### src/rtl/uart_tx_scheduler_pkg.sv
// Shared constants for the UART TX scheduler: FSM encoding, default byte width, source indices.
package uart_tx_scheduler_pkg;

  localparam int unsigned DataWidth = 8;

  localparam logic SrcRf  = 1'b0;
  localparam logic SrcAlu = 1'b1;

  typedef enum logic [1:0] {
    StIdle     = 2'b00,
    StSend     = 2'b01,
    StWaitDone = 2'b10
  } state_e;

endpackage

### src/rtl/tx_src_buffer.sv
// One-entry holding register for a TX source; ready is registered and drops after capture.
module tx_src_buffer #(
  parameter int unsigned WIDTH = 8
) (
  input  logic             clk,
  input  logic             reset_n,
  input  logic             valid,
  input  logic [WIDTH-1:0] data_in,
  input  logic             free,
  output logic             ready,
  output logic [WIDTH-1:0] data_out,
  output logic             ovf
);

  logic             ready_q;
  logic [WIDTH-1:0] data_q;

  // Capture and free are exclusive: free only comes while the entry is full.
  always_ff @(posedge clk or negedge reset_n) begin
    if (!reset_n) begin
      ready_q <= 1'b1;
      data_q  <= '0;
    end else if (valid && ready_q) begin
      ready_q <= 1'b0;
      data_q  <= data_in;
    end else if (free) begin
      ready_q <= 1'b1;
    end
  end

  assign ready    = ready_q;
  assign data_out = data_q;
  assign ovf      = valid & ~ready_q;

endmodule

### src/rtl/uart_tx_scheduler.sv
// Round-robin scheduler feeding RF bytes and 2-byte ALU results (LSB first) to a UART TX,
// with a busy-handshake timeout and sticky error flags.
module uart_tx_scheduler
  import uart_tx_scheduler_pkg::*;
#(
  parameter int unsigned DATA_WIDTH   = DataWidth,
  parameter int unsigned BUSY_TIMEOUT = 16
) (
  input  logic                    clk,
  input  logic                    reset_n,
  input  logic                    rf_valid_in,
  input  logic [DATA_WIDTH-1:0]   rf_data_in,
  output logic                    rf_ready_out,
  input  logic                    alu_valid_in,
  input  logic [2*DATA_WIDTH-1:0] alu_data_in,
  output logic                    alu_ready_out,
  input  logic                    tx_busy_in,
  output logic [DATA_WIDTH-1:0]   tx_data_out,
  output logic                    tx_data_valid_out,
  output logic                    ctrl_busy_out,
  output logic [1:0]              ovf_out,
  output logic                    timeout_out,
  input  logic                    clr_err_in
);

  localparam int unsigned CntW = (BUSY_TIMEOUT > 1) ? $clog2(BUSY_TIMEOUT) : 1;

  state_e                  state_q;
  logic                    grant_q;
  logic                    last_grant_q;
  logic                    byte_idx_q;
  logic [DATA_WIDTH-1:0]   tx_data_q;
  logic                    tx_valid_q;
  logic                    busy_q;
  logic [CntW-1:0]         tmo_cnt_q;
  logic [1:0]              ovf_q;
  logic                    timeout_q;

  logic                    rf_ready, alu_ready;
  logic                    rf_full, alu_full;
  logic                    rf_ovf, alu_ovf;
  logic                    rf_free, alu_free;
  logic [DATA_WIDTH-1:0]   rf_byte;
  logic [2*DATA_WIDTH-1:0] alu_word;
  logic                    next_grant;
  logic                    tmo_hit;

  tx_src_buffer #(
    .WIDTH(DATA_WIDTH)
  ) u_rf_buf (
    .clk      (clk),
    .reset_n  (reset_n),
    .valid    (rf_valid_in),
    .data_in  (rf_data_in),
    .free     (rf_free),
    .ready    (rf_ready),
    .data_out (rf_byte),
    .ovf      (rf_ovf)
  );

  tx_src_buffer #(
    .WIDTH(2 * DATA_WIDTH)
  ) u_alu_buf (
    .clk      (clk),
    .reset_n  (reset_n),
    .valid    (alu_valid_in),
    .data_in  (alu_data_in),
    .free     (alu_free),
    .ready    (alu_ready),
    .data_out (alu_word),
    .ovf      (alu_ovf)
  );

  always_comb begin
    rf_full  = ~rf_ready;
    alu_full = ~alu_ready;
    if (rf_full && alu_full) begin
      next_grant = ~last_grant_q;
    end else begin
      next_grant = rf_full ? SrcRf : SrcAlu;
    end
    // Busy seen in the same cycle as the last count takes precedence over the timeout.
    tmo_hit  = (state_q == StSend) && !tx_busy_in && (tmo_cnt_q == CntW'(BUSY_TIMEOUT - 1));
    rf_free  = (state_q == StSend) && (grant_q == SrcRf) && (tx_busy_in || tmo_hit);
    alu_free = (state_q == StSend) && (grant_q == SrcAlu) &&
               ((tx_busy_in && byte_idx_q) || tmo_hit);
  end

  always_ff @(posedge clk or negedge reset_n) begin
    if (!reset_n) begin
      state_q      <= StIdle;
      grant_q      <= SrcRf;
      last_grant_q <= SrcAlu;
      byte_idx_q   <= 1'b0;
      tx_data_q    <= '0;
      tx_valid_q   <= 1'b0;
      busy_q       <= 1'b0;
      tmo_cnt_q    <= '0;
      ovf_q        <= 2'b00;
      timeout_q    <= 1'b0;
    end else begin
      ovf_q     <= (clr_err_in ? 2'b00 : ovf_q) | {alu_ovf, rf_ovf};
      timeout_q <= (clr_err_in ? 1'b0 : timeout_q) | tmo_hit;
      unique case (state_q)
        StIdle: begin
          if (rf_full || alu_full) begin
            grant_q      <= next_grant;
            last_grant_q <= next_grant;
            byte_idx_q   <= 1'b0;
            tx_data_q    <= (next_grant == SrcAlu) ? alu_word[DATA_WIDTH-1:0] : rf_byte;
            tx_valid_q   <= 1'b1;
            tmo_cnt_q    <= '0;
            busy_q       <= 1'b1;
            state_q      <= StSend;
          end
        end
        StSend: begin
          if (tx_busy_in) begin
            tx_valid_q <= 1'b0;
            state_q    <= StWaitDone;
          end else if (tmo_hit) begin
            // Drop the whole frame, including any unsent ALU MSB.
            tx_valid_q <= 1'b0;
            busy_q     <= 1'b0;
            byte_idx_q <= 1'b0;
            state_q    <= StIdle;
          end else begin
            tmo_cnt_q <= tmo_cnt_q + 1'b1;
          end
        end
        StWaitDone: begin
          if (!tx_busy_in) begin
            if ((grant_q == SrcAlu) && !byte_idx_q) begin
              byte_idx_q <= 1'b1;
              tx_data_q  <= alu_word[2*DATA_WIDTH-1:DATA_WIDTH];
              tx_valid_q <= 1'b1;
              tmo_cnt_q  <= '0;
              state_q    <= StSend;
            end else begin
              byte_idx_q <= 1'b0;
              busy_q     <= 1'b0;
              state_q    <= StIdle;
            end
          end
        end
        default: begin
          state_q <= StIdle;
        end
      endcase
    end
  end

  assign rf_ready_out      = rf_ready;
  assign alu_ready_out     = alu_ready;
  assign tx_data_out       = tx_data_q;
  assign tx_data_valid_out = tx_valid_q;
  assign ctrl_busy_out     = busy_q;
  assign ovf_out           = ovf_q;
  assign timeout_out       = timeout_q;

endmodule
### config.mk
export PLATFORM = sky130hd
export DESIGN_NAME = uart_tx_scheduler
export DESIGN_NICKNAME = d
export VERILOG_FILES = /design/src/rtl/uart_tx_scheduler_pkg.sv /design/src/rtl/tx_src_buffer.sv /design/src/rtl/uart_tx_scheduler.sv
export SDC_FILE = /design/constraint.sdc
export NUM_CORES = 1
export LEC_CHECK = 0
export BUFFER_PORTS_ARGS = -buffer_cell sky130_fd_sc_hd__buf_2
export CAP_MARGIN = 20
export CORE_MARGIN = 2
export CORE_UTILIZATION = 59
export DETAILED_ROUTE_END_ITERATION = 6
export MAX_ROUTING_LAYER = met4
export PLACE_DENSITY_LB_ADDON = 0.08
export REMOVE_ABC_BUFFERS = 1
export SLEW_MARGIN = 20
export SYNTH_ARGS = -nofsm -noshare
export SYNTH_HDL_FRONTEND = slang
export SYNTH_HIERARCHICAL = 1
export SYNTH_SLANG_ARGS = --single-unit
### constraint.sdc
create_clock -name clk -period 3.5 [get_ports clk]
set_input_delay 0.35 -clock clk [delete_from_list [all_inputs] [get_ports clk]]
set_output_delay 0.35 -clock clk [all_outputs]
set_load 0.05 [all_outputs]
# Word-level counts from Yosys, hierarchy flattened
# Index checks and enable logic that the tools add are counted.
# W data, S select, Z words.
[classes]
n_addsub = 1
n_eq_ne = 11
mux = 39
bitwise = 8
n_reduce_logical = 28
[ops]
columns = ["operator", "n"]
rows = [
  ["$mux W8", 4],
  ["$mux W4", 5],
  ["$mux W1", 19],
  ["$pmux W8 S2", 1],
  ["$ne A2 B2 Y1 const B", 7],
  ["$pmux W4 S3", 1],
  ["$reduce_and A6 Y1", 2],
  ["$logic_and A1 B1 Y1", 11],
  ["$mux W2", 5],
  ["$reduce_and A5 Y1", 2],
  ["$pmux W1 S3", 3],
  ["$pmux W2 S3", 1],
  ["$reduce_bool A2 Y1", 3],
  ["$add A4 B1 Y4 const B", 1],
  ["$eq A4 B4 Y1 const B", 1],
  ["$not A1 Y1", 4],
  ["$reduce_and A4 Y1", 1],
  ["$logic_or A1 B1 Y1", 3],
  ["$ne A3 B3 Y1 const B", 1],
  ["$reduce_and A3 Y1", 1],
  ["$reduce_bool A3 Y1", 1],
  ["$and A1 B1 Y1", 2],
  ["$eq A2 B1 Y1 const B", 1],
  ["$eq A2 B2 Y1 const B", 1],
  ["other kinds (5)", 6],
]
[totals]
out_inout_bits = 15
in_bits = 30
ff_bits = 48
elab_cells = 101

# Depth between registers and ports, before layout
# Gate-level depths: netlist of run 1.
[logic_depth]
word_depth = 7
ltp_mapped = 7
mapped_depth_nobuf = 6

# Modules after synthesis
# Netlist of run 1, hierarchy kept.
[modules_own_cells]
columns = ["mod", "seq_area_each_um2", "cells_each", "instances", "area_per_inst_um2"]
rows = [
  ["uart_tx_scheduler", 551.8, 124, 1, 1330.0],
  ["tx_src_buffer at u_alu_buf", 426.7, 38, 1, 698.2],
  ["tx_src_buffer at u_rf_buf", 226.5, 21, 1, 350.3],
]

# Worst setup path before layout of run 1
# OpenSTA, ideal clock, no wires.
[synth_path]
path_kind = "register -> register"
start = "register u_rf_buf.ready_q (netlist: u_rf_buf/ready)"
end = "register tx_data_q[3] (netlist: tx_data_out[3])"
path_slack_ns = 1.818
t_arrival_ns = 1.563
period_less_slack_ns = 1.682
path_stages_with_launch = 5
path_cell_list = "dfstp_2 > o21bai_4 > mux2_2 > mux2i_1 > o21ai_2"
[synth_between]
elab_chain_len = 6
[synth_lines]
columns = ["element", "line", "source"]
rows = [
  ["start: declaration", "tx_src_buffer.sv:15", "logic ready_q;"],
  ["start signal: assignment", "tx_src_buffer.sv:21", "ready_q <= 1'b1;"],
  ["start signal: assignment", "tx_src_buffer.sv:24", "ready_q <= 1'b0;"],
  ["start signal: assignment", "tx_src_buffer.sv:27", "ready_q <= 1'b1;"],
  ["$not A1 Y1", "uart_tx_scheduler.sv:75", "rf_full = ~rf_ready;"],
  ["$logic_and A1 B1 Y1", "uart_tx_scheduler.sv:77", "if (rf_full && alu_full) begin"],
  ["$mux W1", "uart_tx_scheduler.sv:77", ""],
  ["$mux W8", "uart_tx_scheduler.sv:110", "tx_data_q <= (next_grant == SrcAlu) ? alu_word[DATA_WIDTH-1:0] : rf_byte;"],
  ["$mux W8", "uart_tx_scheduler.sv:106", "if (rf_full || alu_full) begin"],
  ["$pmux W8 S2", "uart_tx_scheduler.sv:104", "unique case (state_q)"],
  ["end signal: assignment", "uart_tx_scheduler.sv:110", ""],
  ["end signal: assignment", "uart_tx_scheduler.sv:135", "tx_data_q <= alu_word[2*DATA_WIDTH-1:DATA_WIDTH];"],
  ["end: declaration", "uart_tx_scheduler.sv:32", "logic [DATA_WIDTH-1:0] tx_data_q;"],
]
# Several ways; a longest one is shown, not always the timed one. The select of a mux whose other input is x is not followed.
# A chain may end at the register's enable or synchronous reset.

# Worst setup path in the final report of run 1
[layout_path]
start = "register state_q[0]"
end = "register state_q[0]"
[layout_between]
elab_chain_len = 5
[layout_lines]
columns = ["element", "line", "source"]
rows = [
  ["start: declaration", "uart_tx_scheduler.sv:28", "state_e state_q;"],
  ["start signal: assignment", "uart_tx_scheduler.sv:91", "state_q <= StIdle;"],
  ["start signal: assignment", "uart_tx_scheduler.sv:114", "state_q <= StSend;"],
  ["start signal: assignment", "uart_tx_scheduler.sv:120", "state_q <= StWaitDone;"],
  ["$eq A2 B1 Y1", "uart_tx_scheduler.sv:83, uart_tx_scheduler.sv:104", ""],
  ["$logic_and A1 B1 Y1 (2 in a row)", "uart_tx_scheduler.sv:83", "tmo_hit = (state_q == StSend) && !tx_busy_in && (tmo_cnt_q == CntW'(BUSY_TIMEOUT - 1));"],
  ["$ne A3 B3 Y1 (no source line)", "--", ""],
  ["$reduce_and A3 Y1 (no source line)", "--", ""],
]
# Several ways; a longest one is shown, not always the timed one.

==> results of run 1 <==
==> worst min-delay path by stage <==
stage	end	cells past startpoint	start
after floorplan	byte_idx_q	0	reset_n
after global placement	ovf_out[0]	1	ovf_out[0]
after detailed placement	tx_data_out[3]	2	tx_data_out[3]
after CTS	u_alu_buf/ready	2	alu_valid_in
after global routing	tmo_cnt_q[0]	1	reset_n
final	tmo_cnt_q[0]	1	reset_n
==> through the flow <==
stage	hold slack, ns	util	total power, W	cell area, um^2	setup slack, ns
floorplan	0.0544	-	0.00168	2340	1.81
global placement	0.456	0.664	0.00186	2620	1.75
detailed placement	0.464	0.664	0.00192	2620	1.59
CTS	0.238	0.692	0.00232	2730	1.57
global route	0.0664	0.692	0.00246	2730	1.41
finish	0.0339	0.692	0.00230	2730	1.54
==> area by class of cell <==
cell class              count  area, um^2  area share
multi-input cells         121        1090       0.401
clock inverters             2        35.0      0.0128
repair buffers             44         223      0.0816
inverters                  10        37.5      0.0138
well taps                  50        62.6      0.0229
flip-flops and latches     48        1200       0.442
clock buffers               6        72.6      0.0266
==> kinds of logic after synthesis <==
kind of cell / after synthesis / synth area share
simple gates: 34 / 0.0905
mux: 45 / 0.224
compound gates: 37 / 0.119
flops: 48 / 0.507
buf+inv: 14 / 0.0337
fa+ha+maj: 5 / 0.0263
==> cell usage after synthesis (2+ instances only) <==
| cell | n | area, um^2 |
|---|---|---|
| a21o_1 | 2 | 15.0 |
| a21oi_1 | 5 | 25.0 |
| a21oi_2 | 2 | 17.5 |
| a31oi_1 | 2 | 12.5 |
| and2b_2 | 2 | 17.5 |
| dfrtp_1 | 45 | 1130 |
| dfstp_2 | 3 | 78.8 |
| ha_1 | 5 | 62.6 |
| inv_1 | 9 | 33.8 |
| mux2_1 | 7 | 78.8 |
| mux2_2 | 15 | 169 |
| mux2_4 | 11 | 165 |
| mux2i_1 | 12 | 120 |
| nand2_1 | 16 | 60.1 |
| nand2_4 | 2 | 22.5 |
| nor2_1 | 3 | 11.3 |
| nor2b_1 | 3 | 18.8 |
| o21ai_0 | 3 | 15.0 |
| o21ai_1 | 8 | 40.0 |
| o21ai_2 | 2 | 17.5 |
| o31ai_1 | 2 | 15.0 |
==> power groups by stage <==
stage,registers [W],clock network (W),logic [W]
2_1_floorplan,0.00105,0,0.000629
3_3_place_gp,0.000892,0,0.000973
3_5_place_dp,0.000912,0,0.00101
4_1_cts,0.000902,0.000404,0.00102
5_1_grt,0.000930,0.000425,0.00111
6_report,0.000901,0.000391,0.00101
==> critical path: cells and delay by family, from the launching register on <==
kind / cells / cell delay [ns]
buffers and inverters: 2 / 0.54
adder cells (fa/ha/maj): 1 / 0.27
AO/OA/AOI/OAI: 2 / 0.42
flip-flops: 1 / 0.41
multiplexers: 1 / 0.24
==> state kept, by name (all words and copies together), names as in the netlist <==
name / flops
u_rf_buf/ready: 1
state_q: 2
timeout_out: 1
ctrl_busy_out: 1
tx_data_valid_out: 1
u_rf_buf/data_out: 8
tmo_cnt_q: 4
u_alu_buf/data_out: 16
u_alu_buf/ready: 1
tx_data_out: 8
grant_q: 1
byte_idx_q: 1
ovf_out: 2
last_grant_q: 1
==> metal layers <==
metal / GRT usage / vias up / routed length (um)
li1: - / 751 / -
met1: 0.288 / 773 / 1950
met2: 0.390 / 35 / 2370
met3: 0.0367 / 6 / 149
met4: 0.0842 / 0 / 57
met5: - / - / 0
==> impl_metrics.py, run 1 <==
metrics = {
    "floorplanning": {
        "coreArea_mm2": 0.00394,
        "die_area_mm2": 0.00456,
        "die_h_um": 67.5,
        "start_util": 0.603,
        "io-pin-count": 45,
        "row_count": 23,
        "die_w_um": 67.5,
    },
    "clock_network": {
        "clk_pin_slew_ns": 0.09,
        "cts_tree": "built",
        "cts_sinks": 48,
        "numCtsBuffers": 5,
        "clockBufferDepth": 2,
        "ctsHtreeMaxLevel": 2,
        "postCtsSetupBuffers": 0,
        "root_buffer": "clkbuf_8",
        "clock_latency_ns": 0.30,
        "ctsResizeCount": 0,
        "hold_buffers": 0,
    },
    "setup_path": {
        "endpoint_kind": "flip-flop",
        "slowest_delay_ns": 0.44,
        "worst_ep_required_time_ns": 3.72,
        "crit_end": "state_q[0]",
        "r2r-start": "state_q[0]",
        "arrival_ns": 2.18,
        "r2r.worst_path.cells": 6,
        "slowest_stage": "inv_1",
        "r2r-end": "state_q[0]",
        "crit_path_frequent_cell": "inv_1",
        "worstPathMaxFanout": 11,
        "cp_cell_sequence": "inv_1 -> ha_1 -> inv_1 -> o21ai_1 -> a21oi_1 -> mux2i_1",
        "path_class": "reg2reg",
        "crit_path_start": "state_q[0]",
        "regToRegSetupSlack_ns": 1.54,
        "worstSetupStartpointType": "flip-flop",
    },
    "route": {
        "first_pass_iters": 4,
        "viasPerCell": 5.57,
        "vias": 1565,
        "antenna_left": 0,
        "remaining_drc_errors": 0,
        "drt_wl_total_um": 4530,
        "drtIter0Drc": 76,
        "wl_per_cell_um": 16.1,
    },
    "placement": {
        "dp_hpwl_um": 3320,
        "portBuffers": 44,
        "placed_cells": 273,
        "gp_congestion": 0.805,
    },
    "power_and_ir_drop": {
        "pwr-share-seq": 0.392,
        "p_sw_w": 0.000896,
        "p_clk_frac": 0.170,
        "switching_share": 0.390,
        "p_int_w": 0.00140,
        "power_leakage_nw": 1.40,
        "p_per_area_mw_per_mm2": 842,
        "p_comb_frac": 0.438,
        "vdd_drop_max_v": 0.000433,
    },
    "logic_synthesis": {
        "syn_inst": 183,
        "synth_edf_count": 0,
        "yosysSeqAreaShare": 0.507,
        "synth-async-reset-ratio": 1.00,
        "yosysUniqueCellTypes": 45,
        "avgSynthCellArea_um2": 13.0,
        "yosysWarnings": 6,
        "synth_ff_type": "dfrtp_1",
        "syn-cell-area_mm2": 0.00238,
        "ys_ff_latch": 48,
    },
    "timing": {
        "setup_viol": 0,
        "rsz0062_at_grt": "no",
        "relSlewSlack": 0.610,
        "max_freq_ghz": 0.511,
        "final.setup.tns_ns": 0,
        "worst_pin_slew_ns": 0.585,
        "skew_ns": 0.0130,
        "period_share": 0.559,
        "slew_viol_final": 0,
        "min_period_ns": 1.96,
        "hold_violations": 0,
    },
    "global_route": {
        "antenna_found_initial": 0,
        "grt.total_usage": 0.234,
        "grt_start_max_net_pins": 49,
        "grt_pass1_wl_um": 7640,
        "overflow": 0,
        "grt_pass1_vias": 1619,
    },
    "final_layout": {
        "drive_gt1_frac": 0.420,
        "antenna_cells": 0,
        "layout_common_cells": "dfrtp_1 (45), buf_2 (43), nand2_1 (16)",
        "fillCellCount": 309,
        "final_cells": 281,
        "fin_nets": 265,
        "final_common_cell": "dfrtp_1",
        "syn_to_final_growth_pct": 14.7,
    },
    "run_status": {
        "status": "finished clean",
    },
    "worst_hold_path": {
        "hp-class": "in2async",
    },
    "flow_run": {
        "max_cap_violations": 0,
    },
}
Power figures use the tool's default switching activity.
==> inputs of run 2 (changes only) <==
--- a/config.mk
+++ b/config.mk
@@ -5,10 +5,11 @@
 export SDC_FILE = /design/constraint.sdc
 export NUM_CORES = 1
 export LEC_CHECK = 0
+export ABC_AREA = 1
 export BUFFER_PORTS_ARGS = -buffer_cell sky130_fd_sc_hd__buf_2
 export CAP_MARGIN = 20
 export CORE_MARGIN = 2
-export CORE_UTILIZATION = 59
+export CORE_UTILIZATION = 50
 export DETAILED_ROUTE_END_ITERATION = 6
 export MAX_ROUTING_LAYER = met4
 export PLACE_DENSITY_LB_ADDON = 0.08
==> constraint.sdc (replaced) <==
create_clock -name clk -period 1.7 [get_ports clk]
set_input_delay 0.17 -clock clk [delete_from_list [all_inputs] [get_ports clk]]
set_output_delay 0.17 -clock clk [all_outputs]
set_load 0.05 [all_outputs]
==> run 2 against run 1 <==
Net effect: die area rose by 21%; non-clock buffer count grew 5; via count is 31% higher; final area rose by 3.7%; wire length is 9.6% higher; sequential cell count unchanged; worst setup slack worse by 1.5 ns; register-to-register slack lost 1.4 ns; synthesized area rose by 3.8%; total power is 130% higher; largest power group unchanged; highest routed layer unchanged.
==> impl_metrics.py, run 2 <==
metrics = {
    "logic_synthesis": {
        "synth_top_area_share": 0.456,
        "yosysWarnings": 6,
        "synth-async-reset-ratio": 1.00,
        "ys_ff_latch": 48,
        "synth.area.top_cells": "dfrtp_1 (46%), nand2_1 (17%), nand3_1 (9.7%)",
        "syn-cell-area_mm2": 0.00247,
        "synthTopCellsByCount": "nand2_1 (111), nand3_1 (48), dfrtp_1 (45)",
        "synth_top_area_cell": "dfrtp_1",
        "avgSynthCellArea_um2": 8.07,
        "yosysUniqueCellTypes": 24,
        "synth_edf_count": 0,
        "synth_ff_type": "dfrtp_1",
        "syn_inst": 306,
        "synth.most_common_cell": "nand2_1",
        "yosysSeqAreaShare": 0.488,
    },
    "setup_path": {
        "arrival_ns": 1.47,
        "path_class": "reg2out",
        "worst_ep_required_time_ns": 1.53,
        "worstPathMaxFanout": 11,
        "worstSetupStartpointType": "flip-flop",
        "endpoint_kind": "primary output",
    },
    "placement": {
        "gp_congestion": 0.874,
        "placed_cells": 413,
        "dp_hpwl_um": 3560,
        "portBuffers": 44,
        "dp_slack_ns": 0.0918,
    },
    "final_layout": {
        "final_cells": 422,
        "final_common_cell": "nand2_1",
        "layout_common_cells": "nand2_1 (111), nand3_1 (48), dfrtp_1 (45)",
        "antenna_cells": 0,
        "seqCellArea_mm2": 0.00120,
        "multi_input_area_mm2": 0.00108,
        "syn_to_final_growth_pct": 14.6,
        "fillCellCount": 468,
        "largest_reg_flops": 16,
        "fin_nets": 389,
        "drive_gt1_frac": 0.217,
    },
    "clock_network": {
        "root_buffer": "clkbuf_8",
        "clockBufferDepth": 2,
        "cts_sinks": 48,
        "numCtsBuffers": 5,
        "clock_latency_ns": 0.31,
        "cts_tree": "built",
        "ctsHtreeMaxLevel": 2,
        "clk_pin_slew_ns": 0.08,
    },
    "route": {
        "remaining_drc_errors": 0,
        "first_pass_iters": 4,
        "vias": 2043,
        "viasPerCell": 4.84,
        "antenna_left": 0,
        "wl_per_cell_um": 11.8,
        "drt_wl_total_um": 4970,
        "drtIter0Drc": 146,
    },
    "power_and_ir_drop": {
        "p_clk_frac": 0.130,
        "pwr-share-seq": 0.384,
        "p_int_w": 0.00274,
        "vdd_drop_max_v": 0.00101,
        "p_sw_w": 0.00243,
        "switching_share": 0.470,
        "p_per_area_mw_per_mm2": 1830,
        "power_leakage_nw": 1.59,
        "p_comb_frac": 0.486,
    },
    "global_route": {
        "grt_start_max_net_pins": 49,
        "overflow": 0,
        "antenna_found_initial": 0,
        "grt.total_usage": 0.218,
        "grt_pass1_wl_um": 8850,
        "grt_pass1_vias": 1938,
    },
    "floorplanning": {
        "die_area_mm2": 0.00552,
        "die_w_um": 74.3,
        "start_util": 0.519,
        "row_count": 25,
        "die_h_um": 74.3,
        "io-pin-count": 45,
        "coreArea_mm2": 0.00475,
    },
    "timing": {
        "slew_viol_final": 0,
        "period_share": 0.964,
        "relSlewSlack": 0.753,
        "min_period_ns": 1.64,
        "worst_pin_slew_ns": 0.370,
        "whs_ns": 0.0599,
        "setup_viol": 0,
        "max_freq_ghz": 0.610,
        "setup_ws_ns": 0.0607,
        "hold_violations": 0,
        "skew_ns": 0.00837,
        "rsz0062_at_grt": "yes",
    },
    "run_status": {
        "status": "finished clean",
    },
    "worst_hold_path": {
        "hp-class": "in2reg",
    },
    "flow_run": {
        "max_cap_violations": 0,
    },
}
==> run 2: repair_timing <==
action                                  CTS  global route
buffers inserted                          0             0
endpoints found under the setup margin    0            14
hold buffers                              1             0
gates resized for setup                   0             3
hold endpoints to repair                 45             0
==> run 2: routing by layer <==
layer | vias up | GRT usage | wire (um)
met4 | 0 | 0.0675 | 63
met2 | 46 | 0.325 | 2080
met1 | 923 | 0.301 | 2600
met5 | - | - | 0
li1 | 1067 | - | -
met3 | 7 | 0.0434 | 231
==> run 2: critical path: stages (launching register included) <==
cell and delay, ns:
dfstp_2 0.67, buf_4 0.23, clkbuf_4 0.25
==> run 2: area by class of cell <==
cell class	instances	area share
timing repair buffer	49	0.0973
inverter	27	0.0358
clock buffer	5	0.0243
multi-input combinational	223	0.381
sequential	48	0.426
tap	67	0.0296
clock inverter	3	0.00663
==> run 2: metrics by stage <==
step,cell area (um^2),power (W),setup TNS [ns],util
final,2830,0.00517,0,0.595
after global routing,2830,0.00569,-0.0302,0.595
after CTS,2820,0.00519,0,0.593
after detailed placement,2720,0.00449,0,0.572
after global placement,2720,0.00447,0,0.572
after floorplan,2370,0.00386,0,-
==> run 2: cell families after synthesis <==
| logic type | after synthesis | synth area share |
|---|---|---|
| AOI/OAI and AO/OA | 15 | 0.0324 |
| and+or+nand+nor | 202 | 0.371 |
| adders and majority gates | 5 | 0.0253 |
| DFF | 48 | 0.488 |
| buffers and inverters | 35 | 0.0800 |
| xor gates and xnor gates | 1 | 0.00355 |
==> run 2: final timing paths <==
check / startpoint / slack, ns / to / depth (start not counted)
min in group asynchronous: reset_n / 0.38 / u_alu_buf/data_out[3] / 3
worst max-delay path: u_alu_buf/ready / 0.06 / alu_ready_out / 2
worst min register to register: tx_data_valid_out / 0.48 / tx_data_valid_out / 2
worst max register to register: state_q[1] / 0.18 / tmo_cnt_q[1] / 7
max in group asynchronous: reset_n / 1.05 / last_grant_q / 3
worst min-delay path: clr_err_in / 0.06 / ovf_out[1] / 2
==> run 2: power by group through the flow <==
stage	combinational [W]	clock [W]	sequential [W]
6_report	0.00251	0.000674	0.00198
4_1_cts	0.00251	0.000694	0.00199
3_3_place_gp	0.00246	0	0.00200
5_1_grt	0.00289	0.000743	0.00205
3_5_place_dp	0.00249	0	0.00200
2_1_floorplan	0.00141	0	0.00244
==> inputs of run 3 (changes only) <==
--- a/config.mk
+++ b/config.mk
@@ -5,11 +5,10 @@
 export SDC_FILE = /design/constraint.sdc
 export NUM_CORES = 1
 export LEC_CHECK = 0
-export ABC_AREA = 1
 export BUFFER_PORTS_ARGS = -buffer_cell sky130_fd_sc_hd__buf_2
 export CAP_MARGIN = 20
 export CORE_MARGIN = 2
-export CORE_UTILIZATION = 50
+export CORE_UTILIZATION = 49
 export DETAILED_ROUTE_END_ITERATION = 6
 export MAX_ROUTING_LAYER = met4
 export PLACE_DENSITY_LB_ADDON = 0.08
==> run 3 against run 2 <==
Net effect: via count decreased by 21%; sequential share of layout area decreased by 0.056 points; sequential power decreased by 8%; global-route usage decreased by 2.7 points; clock skew decreased by 0.0026 ns; combinational power decreased by 12%; maximum frequency increased by 0.51%; sequential cell count unchanged; utilization increased by 0.87 points; total power decreased by 4.7%; highest routed layer unchanged; die area decreased by 1.6%.
==> impl_metrics.py, run 3 (synthesized netlist as in run 1, its figures left out) <==
metrics = {
    "timing": {
        "slew_viol_final": 0,
        "setup_viol": 0,
        "skew_ns": 0.00573,
        "min_period_ns": 1.63,
        "worst_pin_slew_ns": 0.477,
        "setup_ws_ns": 0.0690,
        "max_freq_ghz": 0.613,
        "final.setup.tns_ns": 0,
        "whs_ns": 0.0723,
        "hold_violations": 0,
        "rsz0062_at_grt": "no",
        "relSlewSlack": 0.682,
        "period_share": 0.959,
    },
    "final_layout": {
        "syn_to_final_growth_pct": 19.1,
        "layout_common_cells": "dfrtp_1 (45), buf_2 (44), nand2_1 (16)",
        "largest_reg_flops": 16,
        "fillCellCount": 415,
        "final_cells": 292,
        "fin_nets": 272,
        "final_common_cell": "dfrtp_1",
        "antenna_cells": 0,
        "drive_gt1_frac": 0.441,
    },
    "setup_path": {
        "arrival_ns": 1.81,
        "worstSetupStartpointType": "flip-flop",
        "path_class": "reg2reg",
        "endpoint_kind": "flip-flop",
        "worst_ep_required_time_ns": 1.88,
        "worstPathMaxFanout": 5,
    },
    "power_and_ir_drop": {
        "pwr-share-seq": 0.372,
        "p_sw_w": 0.00185,
        "vdd_drop_max_v": 0.000760,
        "p_comb_frac": 0.450,
        "switching_share": 0.375,
        "p_int_w": 0.00308,
        "p_clk_frac": 0.178,
        "p_per_area_mw_per_mm2": 1740,
        "power_leakage_nw": 1.45,
    },
    "route": {
        "drt_wl_total_um": 4630,
        "antenna_left": 0,
        "remaining_drc_errors": 0,
        "viasPerCell": 5.53,
        "vias": 1616,
        "wl_per_cell_um": 15.9,
        "drtIter0Drc": 118,
        "first_pass_iters": 4,
    },
    "placement": {
        "portBuffers": 44,
        "dp_hpwl_um": 3510,
        "dp_slack_ns": 0.0683,
        "gp_congestion": 0.804,
        "placed_cells": 282,
    },
    "global_route": {
        "antenna_found_initial": 0,
        "grt.total_usage": 0.191,
        "overflow": 0,
        "grt_pass1_vias": 1642,
        "grt_start_max_net_pins": 30,
        "grt_pass1_wl_um": 7730,
    },
    "clock_network": {
        "clk_pin_slew_ns": 0.08,
        "ctsHtreeMaxLevel": 2,
        "cts_tree": "built",
        "root_buffer": "clkbuf_8",
        "clockBufferDepth": 2,
        "clock_latency_ns": 0.29,
        "cts_sinks": 48,
        "numCtsBuffers": 5,
    },
    "run_status": {
        "status": "finished clean",
    },
    "floorplanning": {
        "row_count": 25,
        "io-pin-count": 45,
        "die_w_um": 73.7,
        "coreArea_mm2": 0.00469,
        "die_h_um": 73.7,
        "die_area_mm2": 0.00543,
        "start_util": 0.507,
    },
    "flow_run": {
        "max_cap_violations": 0,
    },
    "worst_hold_path": {
        "hp-class": "in2reg",
    },
}
run 3: cell count changes in the layout (fill, tap and decap cells not counted), moves of 4 or more:
cell / before / now
mux2i_1: 0 / 12
o21ai_0: 7 / 3
nand2_2: 6 / 0
mux2_4: 0 / 11
nor3_1: 8 / 1
inv_1: 24 / 9
nand2_1: 111 / 16
nand3_1: 48 / 0
mux2_1: 0 / 7
nor2_1: 17 / 3
mux2_2: 0 / 15
o21ai_1: 2 / 8
run 3: worst max-delay path, cell delays in order (launching register included):
cell and delay (ns):
dfrtp_1 0.38, inv_1 0.09, ha_1 0.26, a21oi_2 0.20, nand2_1 0.12, a21oi_2 0.16
mux2_4 0.32
run 3: area by class of cell:
type | instances | area (um^2) | area share
Sequential cell | 48 | 1200 | 0.425
Tap cell | 54 | 67.6 | 0.0238
Inverter | 10 | 37.5 | 0.0132
Timing Repair Buffer | 51 | 300 | 0.106
Clock buffer | 7 | 96.3 | 0.0340
Multi-Input combinational cell | 121 | 1100 | 0.387
Clock inverter | 1 | 30.0 | 0.0106
run 3: what timing repair did:
| item | in CTS | in global routing |
|---|---|---|
| gates resized for setup | 0 | 1 |
| hold endpoints to repair | 19 | 0 |
| setup endpoints to repair | 0 | 6 |
| hold buffers | 1 | 0 |
| setup buffers | 0 | 1 |
run 3: final timing paths:
check / slack, ns / endpoint / depth (start not counted) / start
min: 0.07 / u_rf_buf/ready / 2 / rf_valid_in
max reg2reg: 0.07 / byte_idx_q / 6 / state_q[0]
max: 0.07 / byte_idx_q / 6 / state_q[0]
max in group asynchronous: 0.76 / last_grant_q / 3 / reset_n
min in group asynchronous: 0.36 / tmo_cnt_q[3] / 2 / reset_n
min reg2reg: 0.48 / ovf_out[0] / 1 / ovf_out[0]
run 3: power by group through the flow:
stage	combinational, W	sequential [W]	clock [W]
2_1_floorplan	0.00129	0.00216	0
3_3_place_gp	0.00207	0.00183	0
6_report	0.00222	0.00183	0.000876
4_1_cts	0.00216	0.00184	0.000904
3_5_place_dp	0.00215	0.00186	0
5_1_grt	0.00242	0.00189	0.000956
run 3: through the flow:
step / instance area (um^2) / util / total power (W)
floorplan: 2340 / - / 0.00346
finish: 2830 / 0.604 / 0.00493
CTS: 2810 / 0.599 / 0.00490
global placement: 2670 / 0.570 / 0.00390
detailed placement: 2670 / 0.570 / 0.00401
global route: 2830 / 0.604 / 0.00527
run 3: layer usage:
| layer | vias up | global-route usage | share of wire |
|---|---|---|---|
| li1 | 759 | - | - |
| met1 | 805 | 0.252 | 0.44 |
| met2 | 46 | 0.307 | 0.51 |
| met3 | 6 | 0.0288 | 0.039 |
| met4 | 0 | 0.0545 | 0.0093 |
| met5 | - | - | 0 |
